**config.mk**
```make
export PLATFORM = sky130hd
export DESIGN_NAME = access_key_issuer_flat
export DESIGN_NICKNAME = d
export VERILOG_FILES = /design/src/rtl/access_key_issuer_if.sv /design/src/rtl/access_key_issuer.sv /design/src/flat_wrapper.sv
export SDC_FILE = /design/constraint.sdc
export NUM_CORES = 1
export LEC_CHECK = 0
export ABC_CLOCK_PERIOD_IN_PS = 4600
export BUFFER_PORTS_ARGS = -buffer_cell sky130_fd_sc_hd__buf_2
export CAP_MARGIN = 20
export CORE_MARGIN = 4
export CORE_UTILIZATION = 50
export DETAILED_ROUTE_END_ITERATION = 10
export PLACE_DENSITY = 0.74
export RECOVER_POWER = 50
export SLEW_MARGIN = 10
export SYNTH_ARGS = -nofsm -noshare
export SYNTH_HDL_FRONTEND = slang
export SYNTH_SLANG_ARGS = --single-unit
```
**constraint.sdc**
```tcl
create_clock -name clk -period 4.6 [get_ports clk]
set_clock_uncertainty 0.15 [all_clocks]
set_input_delay 0.46 -clock clk [delete_from_list [all_inputs] [get_ports clk]]
set_output_delay 0.46 -clock clk [all_outputs]
set_load 0.01 [all_outputs]
```
**src/rtl/access_key_issuer_if.sv**
```systemverilog
// access_key_issuer_if: request, key and verdict handshake bundle between a requester/gate and the key issuer
//   req_valid/req_target/req_addr/req_ready : transfer request into the issuer
//   key_valid/key_ready/key_out/key_target/key_addr : key presented to the security gate
//   resp_valid/resp_ok : gate verdict
//   lockout/fail_count : issuer status
// master = requester/gate side, slave = issuer side.
interface access_key_issuer_if;
    logic        req_valid;
    logic        req_target;
    logic [9:0]  req_addr;
    logic        req_ready;
    logic        key_valid;
    logic        key_ready;
    logic [15:0] key_out;
    logic        key_target;
    logic [9:0]  key_addr;
    logic        resp_valid;
    logic        resp_ok;
    logic        lockout;
    logic [3:0]  fail_count;

    modport master (
        output req_valid, req_target, req_addr, key_ready, resp_valid, resp_ok,
        input  req_ready, key_valid, key_out, key_target, key_addr, lockout, fail_count
    );
    modport slave (
        input  req_valid, req_target, req_addr, key_ready, resp_valid, resp_ok,
        output req_ready, key_valid, key_out, key_target, key_addr, lockout, fail_count
    );
endinterface

```
**src/rtl/access_key_issuer.sv**
```systemverilog
// access_key_issuer: issues LFSR-derived, target/address-bound access keys and locks out after repeated rejections
//   clk   : rising-edge clock
//   rst_n : synchronous active-low reset
//   bus   : access_key_issuer_if.slave (request in, key out, verdict in, lockout/fail_count status)
// Optional macro RESP_TIMEOUT_EN: a missing verdict after RESP_TIMEOUT cycles in WAIT_RESP counts as a rejection.
module access_key_issuer #(
    parameter logic [15:0] SEED         = 16'hACE1,
    parameter int          MAX_FAIL     = 3,
    parameter int          LOCK_CYCLES  = 16,
    parameter int          RESP_TIMEOUT = 8
) (
    input logic               clk,
    input logic               rst_n,
    access_key_issuer_if.slave bus
);
    localparam int LW = $clog2(LOCK_CYCLES + 1);

    typedef enum logic [1:0] {IDLE, ISSUE, WAIT_RESP, LOCKED} state_t;

    state_t        state;
    logic [15:0]   lfsr;
    logic [15:0]   lfsr_next;
    logic [LW-1:0] lock_cnt;
    logic [3:0]    fail_next;
    logic          verdict;
    logic          ok;

    assign lfsr_next     = {lfsr[14:0], lfsr[15] ^ lfsr[13] ^ lfsr[12] ^ lfsr[10]};
    assign fail_next     = (bus.fail_count == 4'(MAX_FAIL)) ? bus.fail_count : bus.fail_count + 4'd1;
    assign bus.req_ready = (state == IDLE);

`ifdef RESP_TIMEOUT_EN
    localparam int TW = $clog2(RESP_TIMEOUT + 1);
    logic [TW-1:0] to_cnt;
    logic          timed_out;
    assign timed_out = (to_cnt == TW'(RESP_TIMEOUT - 1));
    // A real verdict in the timeout cycle wins; a timeout alone is a rejection.
    assign verdict   = bus.resp_valid | timed_out;
    assign ok        = bus.resp_valid & bus.resp_ok;
`else
    logic [31:0] unused_resp_timeout;
    assign unused_resp_timeout = RESP_TIMEOUT;
    assign verdict = bus.resp_valid;
    assign ok      = bus.resp_ok;
`endif

    always_ff @(posedge clk) begin
        if (!rst_n) begin
            state          <= IDLE;
            lfsr           <= SEED;
            lock_cnt       <= '0;
            bus.key_valid  <= 1'b0;
            bus.key_out    <= 16'h0000;
            bus.key_target <= 1'b0;
            bus.key_addr   <= 10'h000;
            bus.lockout    <= 1'b0;
            bus.fail_count <= 4'd0;
`ifdef RESP_TIMEOUT_EN
            to_cnt         <= '0;
`endif
        end else begin
            case (state)
                IDLE: if (bus.req_valid) begin
                    bus.key_out    <= lfsr_next ^ {6'b0, bus.req_addr} ^ (bus.req_target ? 16'hA5A5 : 16'h5A5A);
                    bus.key_target <= bus.req_target;
                    bus.key_addr   <= bus.req_addr;
                    bus.key_valid  <= 1'b1;
                    lfsr           <= lfsr_next;
                    state          <= ISSUE;
                end
                ISSUE: if (bus.key_ready) begin
                    bus.key_valid <= 1'b0;
                    state         <= WAIT_RESP;
`ifdef RESP_TIMEOUT_EN
                    to_cnt        <= '0;
`endif
                end
                WAIT_RESP: begin
                    if (verdict) begin
                        if (ok) begin
                            bus.fail_count <= 4'd0;
                            state          <= IDLE;
                        end else begin
                            bus.fail_count <= fail_next;
                            bus.lockout    <= (fail_next == 4'(MAX_FAIL));
                            lock_cnt       <= '0;
                            state          <= (fail_next == 4'(MAX_FAIL)) ? LOCKED : IDLE;
                        end
                    end
`ifdef RESP_TIMEOUT_EN
                    else to_cnt <= to_cnt + 1'b1;
`endif
                end
                LOCKED: if (lock_cnt == LW'(LOCK_CYCLES - 1)) begin
                    bus.lockout    <= 1'b0;
                    bus.fail_count <= 4'd0;
                    state          <= IDLE;
                end else begin
                    lock_cnt <= lock_cnt + 1'b1;
                end
                default: state <= IDLE;
            endcase
        end
    end
endmodule

```
**src/flat_wrapper.sv**
```systemverilog
// flat-port wrapper written by rule: the top's interface ports become plain ports
module access_key_issuer_flat 
#(
    parameter logic [15:0] SEED         = 16'hACE1,
    parameter int          MAX_FAIL     = 3,
    parameter int          LOCK_CYCLES  = 16,
    parameter int          RESP_TIMEOUT = 8
)
  (clk, rst_n, bus_req_valid, bus_req_target, bus_req_addr, bus_key_ready, bus_resp_valid, bus_resp_ok, bus_req_ready, bus_key_valid, bus_key_out, bus_key_target, bus_key_addr, bus_lockout, bus_fail_count);
  access_key_issuer_if bus_i ();
  input logic clk;
  input logic rst_n;
  input wire logic [$bits(bus_i.req_valid)-1:0] bus_req_valid;
  input wire logic [$bits(bus_i.req_target)-1:0] bus_req_target;
  input wire logic [$bits(bus_i.req_addr)-1:0] bus_req_addr;
  input wire logic [$bits(bus_i.key_ready)-1:0] bus_key_ready;
  input wire logic [$bits(bus_i.resp_valid)-1:0] bus_resp_valid;
  input wire logic [$bits(bus_i.resp_ok)-1:0] bus_resp_ok;
  output wire logic [$bits(bus_i.req_ready)-1:0] bus_req_ready;
  output wire logic [$bits(bus_i.key_valid)-1:0] bus_key_valid;
  output wire logic [$bits(bus_i.key_out)-1:0] bus_key_out;
  output wire logic [$bits(bus_i.key_target)-1:0] bus_key_target;
  output wire logic [$bits(bus_i.key_addr)-1:0] bus_key_addr;
  output wire logic [$bits(bus_i.lockout)-1:0] bus_lockout;
  output wire logic [$bits(bus_i.fail_count)-1:0] bus_fail_count;
  assign bus_i.req_valid = bus_req_valid;
  assign bus_i.req_target = bus_req_target;
  assign bus_i.req_addr = bus_req_addr;
  assign bus_i.key_ready = bus_key_ready;
  assign bus_i.resp_valid = bus_resp_valid;
  assign bus_i.resp_ok = bus_resp_ok;
  assign bus_req_ready = bus_i.req_ready;
  assign bus_key_valid = bus_i.key_valid;
  assign bus_key_out = bus_i.key_out;
  assign bus_key_target = bus_i.key_target;
  assign bus_key_addr = bus_i.key_addr;
  assign bus_lockout = bus_i.lockout;
  assign bus_fail_count = bus_i.fail_count;
  access_key_issuer #(.SEED(SEED), .MAX_FAIL(MAX_FAIL), .LOCK_CYCLES(LOCK_CYCLES), .RESP_TIMEOUT(RESP_TIMEOUT)) u_core (.clk(clk), .rst_n(rst_n), .bus(bus_i));
endmodule
```
======== Yosys cells after proc, flatten, opt, wreduce, memory -nomap -nowiden ========
Cells that the tools add are included.
operators by class
  equal/unequal tests ..................... 12
  bitwise logic cells ..................... 5
  $add $sub $neg .......................... 2
  reductions and logical operators ........ 9
  mux-type cells .......................... 24
operators by type and width
  kind                   count
  $mux W16               1
  $mux W4                4
  $xor A16 B10 Y16       1
  $xor A16 B16 Y16       1
  $mux W5                3
  $mux W2                6
  $reduce_and A4 Y1      3
  $ne A2 B2 Y1 const B   5
  $pmux W5 S2            1
  $eq A4 B2 Y1 const B   2
  $pmux W2 S4            1
  $pmux W4 S2            1
  $reduce_and A3 Y1      2
  $add A5 B1 Y5 const B  1
  $eq A5 B4 Y1 const B   1
  $mux W1                5
  $add A4 B1 Y4 const B  1
  $eq A2 B2 Y1 const B   2
  $pmux W1 S2            2
  $reduce_bool A2 Y1     2
  $xor A1 B1 Y1          3
  $eq A2 B1 Y1 const B   1
  $logic_not A2 Y1       1
  $ne A2 B1 Y1 const B   1
  $reduce_and A2 Y1      1
word-level totals
  flip-flop bits (word level) ............. 56
  bits of input ports ..................... 17
  output and inout port bits .............. 34

======== Longest topological paths before layout ========
  depth after elaboration ................. 7
  depth in mapped cells ................... 7
  depth with buffers taken out ............ 7

======== Worst setup path after synthesis ========
Ideal clock, no wire load.
  kind .................................... register -> register
  from .................................... reg u_core.lock_cnt[0]
  to ...................................... reg u_core.lock_cnt[3]
  required time ........................... 4.335 ns
  library setup time ...................... 0.115 ns
  stages on the path, launching flop included .. 8
  data arrival time ....................... 1.451 ns
  setup slack ............................. 2.884 ns
  clock period less this slack ............ 1.716 ns
  cell sequence ........................... dfxtp_1 ha_1 and3_1 ha_1 and3b_1 nand4_1 xor2_1 nor2_1
between the ends
  word-level cells in the longest chain between the ends .. 3
  elaborated cells on any way between the ends .. 6
  those cells by class .................... add/sub: 1; eq/ne: 2; mux: 2; reduce/logical: 1
ends and longest elaborated chain
  what                                              RTL line                                          source
  start, declared                                   access_key_issuer.sv:23                           logic [LW-1:0] lock_cnt;
  start signal, assigned                            access_key_issuer.sv:99                           lock_cnt <= lock_cnt + 1'b1;
  $add A5 B1 Y5 or $eq A5 B4 Y1 (tied branches)     access_key_issuer.sv:99, access_key_issuer.sv:94
  $mux W5 or $ne A2 B2 Y1 (tied branches)           n/a
  $pmux W5 S2 or $reduce_and A4 Y1 (tied branches)  n/a
Several ways; a longest one is shown, not always the timed one. The select of a mux whose other input is x is not followed.
A chain may end at the register's enable or synchronous reset.

======== Worst setup path after layout ========
  from .................................... in rst_n
  to ...................................... reg u_core.bus.key_out[15]
RTL lines
  what                  RTL line                    source
  start, declared       flat_wrapper.sv:12          input logic rst_n;
  end signal, assigned  access_key_issuer.sv:64     bus.key_out <= lfsr_next ^ {6'b0, bus.req_addr} ^ (bus.req_target ? 16'hA5A5 : 16'h5A5A);
  end, declared         access_key_issuer_if.sv:28  output req_ready, key_valid, key_out, key_target, key_addr, lockout, fail_count
No word-level cell between the ends.

==> results.sh <==
export IMPL_outcome="complete, no violations"
export IMPL_finalHoldViolations=0
export IMPL_place_hpwl_um=3441
export IMPL_placed_area_um2=2760
export IMPL_p_int_mw=0.8016
export IMPL_rows=25
export IMPL_syn_num_nets=318
export IMPL_multi_input_comb_area_um2=1245
export IMPL_ioPinCount=51
export IMPL_period_share_pct=51.88
export IMPL_first_iter_violations=133
export IMPL_clk_latency_ns=0.30
export IMPL_critPathMaxStageDelay_ns=0.71
export IMPL_clk_path_buf_depth=2
export IMPL_yosysTopAreaCell="dfxtp_1"
export IMPL_final_nets=359
export IMPL_n_antenna_cell=0
export IMPL_routed_wl_um=5051
export IMPL_leakage_nw=1.029
export IMPL_grt_pass1_wl_um=8514
export IMPL_setup_tns_ns=0
export IMPL_grtUsageTotal_pct=17.04
export IMPL_grt_max_degree=52
export IMPL_cts_setup_buffers=0
export IMPL_swShare_pct=29.83
export IMPL_p_per_area_nw_per_um2=405.8
export IMPL_cp_end_kind="flip-flop"
export IMPL_startpoint_type="input pin"
export IMPL_crit_slowest_cell="clkinv_1"
export IMPL_drc_errors=0
export IMPL_synth_area_leaders="dfxtp_1 45%, nand2_1 12%, xnor2_1 11%"
export IMPL_rsz0062_at_grt="false"
export IMPL_final_area_um2=2815
export IMPL_die_w_um=78.52
export IMPL_finalCriticalPeriod_ns=2.387
export IMPL_crit_chain="clkbuf_1 > clkinv_1 > clkbuf_1 > a211oi_1"
export IMPL_hold_buffers=0
export IMPL_cts_buffers=5
export IMPL_fillers=486
export IMPL_worst_endpoint_required_ns=4.67
export IMPL_vias=2080
export IMPL_critPathKind="in2reg"
export IMPL_ant_nets=0
export IMPL_via_per_inst=5.111
export IMPL_coreArea_um2=4755
export IMPL_synth_area_um2=2486
export IMPL_cts_tree="yes"
export IMPL_die_area_um2=6165
export IMPL_cp_arrival_ns=2.45
export IMPL_synth_warnings=0
export IMPL_power_frac_comb_pct=21.3
export IMPL_clock_fmax_ghz=0.4190
export IMPL_ir_drop_mv=0.2423
export IMPL_dp_cells=399
export IMPL_htree_levels=2
export IMPL_fin_util_pct=59.21
export IMPL_pwr_share_seq_pct=50.8
export IMPL_drv_slew=0
export IMPL_ctsResizeCount=0
export IMPL_critPathTopFamily="buffers and inverters"
export IMPL_final_cell_count_no_fill=407
export IMPL_max_cap_viol_count=0
export IMPL_drive_gt1_share_pct=8.529
export IMPL_p_clk_share_pct=27.9
export IMPL_routabilityCongestion=0.8178
export IMPL_layout_area_seq_um2=1121
export IMPL_syn_inst=298
export IMPL_crit_top_cell="clkbuf_1"
export IMPL_slew_headroom_pct=36.64
export IMPL_synth_top_cell_area_share_pct=45.09
export IMPL_start_util_pct=52.29
export IMPL_antenna_found_initial=0
export IMPL_portBuffers=50
export IMPL_yosysUniqueCellTypes=38
export IMPL_synth_ff_type="dfxtp_1"
export IMPL_holdCritPathClass="in2reg"
export IMPL_ys_ff_latch=56
export IMPL_grt_overflow_total=0
export IMPL_async_flop_share_pct=0
export IMPL_ys_seq_area_share_pct=45.09
export IMPL_tightest_slew_ns=0.9504
export IMPL_syn_to_final_growth_pct=13.24
export IMPL_avgRoutedWirePerCell_um=12.41
export IMPL_p_switching_mw=0.3408
export IMPL_crit_fanout=22
export IMPL_cts_root_buf="clkbuf_8"
export IMPL_netlist_top_cells_count="77 x nand2_1, 56 x dfxtp_1, 38 x a21oi_1, 30 x xnor2_1, 17 x nor2_1"
export IMPL_synth_edf_count=0
export IMPL_clock_sinks=56
export IMPL_cp_num_buf_inv=3
export IMPL_die_y_um=78.52
export IMPL_setup_viol=0
export IMPL_clkSlewWorstSetupHoldPaths_ns=0.10
export IMPL_syn_avg_cell_area_um2=8.343
export IMPL_yosysMostFrequentCell="nand2_1"
export IMPL_first_pass_iters=4
export IMPL_grt_pass1_vias=1852
[stage by stage]
step / hold WS [ns] / total power [mW] / worst slack (ns)
global placement: 0.2908 / 0.8311 / 2.448
CTS: 0.2432 / 1.161 / 2.616
finish: 0.2501 / 1.142 / 2.213
detailed placement: 0.2943 / 0.8451 / 2.396
global route: 0.2391 / 1.206 / 1.991
floorplan: 0.2989 / 0.7737 / 2.884
[state kept, by name (all words and copies together), names as in the netlist]
name / flops
u_core.lfsr: 16
u_core.state: 2
u_core.bus.key_out: 16
u_core.bus.key_target: 1
u_core.bus.fail_count: 4
u_core.bus.key_valid: 1
u_core.bus.key_addr: 10
u_core.lock_cnt: 5
u_core.bus.lockout: 1
[cell families after synthesis]
kind of cell / after synthesis / synth area share, %
AO/OA/AOI/OAI: 59 / 14.09
XOR/XNOR: 32 / 11.27
adder cells (fa/ha/maj): 3 / 1.510
buffers and inverters: 22 / 4.579
flip-flops: 56 / 45.09
multiplexers: 3 / 1.258
AND/OR/NAND/NOR: 123 / 22.19
[final cells by class]
cell class / count / share of cell area (%)
multi-input combinational: 220 / 44.22
sequential: 56 / 39.82
timing repair buffer: 53 / 8.756
tap: 67 / 2.978
clock buffer: 6 / 2.578
clock inverter: 2 / 1.244
inverter: 3 / 0.4000
[worst reg2reg max path, stage by stage (launching register included)]
cell,delay (ns)
dfxtp_1,0.72
nor2_2,0.11
nand2_1,0.50
buf_16,0.23
nand2_1,0.07
a21oi_1,0.13
[layout by cell type, fill, tap and decap left out, types with 2 or more instances in the layout]
cell / n
nand2_1: 77
dfxtp_1: 56
a21oi_1: 38
clkbuf_1: 36
xnor2_1: 30
nor2_1: 17
buf_2: 16
a211oi_1: 10
nand3_1: 9
o21ai_0: 5
clkbuf_8: 5
nand2b_1: 3
nand4_1: 3
ha_1: 3
nor3_1: 2
nor3b_1: 2
mux2i_1: 2
nor2b_1: 2
xor2_1: 2
[path summary, 6_finish.rpt]
path                                            start                     end  slack [ns]  cells past startpoint
worst max-delay path                            rst_n  u_core.bus.key_out[15]        2.21                      4
worst min register to register  u_core.bus.key_out[8]   u_core.bus.key_out[8]        0.31                      2
worst max register to register        u_core.state[0]         u_core.lfsr[12]        2.61                      5
worst min-delay path                  bus_req_addr[2]  u_core.bus.key_addr[2]        0.25                      3
[power by group through the flow]
stage | combinational [mW] | sequential (mW) | clock (mW)
floorplan | 0.184 | 0.590 | 0
global placement | 0.243 | 0.588 | 0
detailed placement | 0.255 | 0.590 | 0
CTS | 0.257 | 0.579 | 0.326
global route | 0.272 | 0.587 | 0.346
finish | 0.243 | 0.580 | 0.319
[routing by layer]
| metal | global-route usage, % | vias to the layer above | share of wire [%] |
|---|---|---|---|
| li1 | - | 1080 | - |
| met1 | 22.99 | 960 | 48 |
| met2 | 26.57 | 36 | 46 |
| met3 | 4.358 | 4 | 4.6 |
| met4 | 5.420 | 0 | 1.2 |
| met5 | 0 | - | 0 |
No activity file was read; power rests on OpenSTA's default activity.
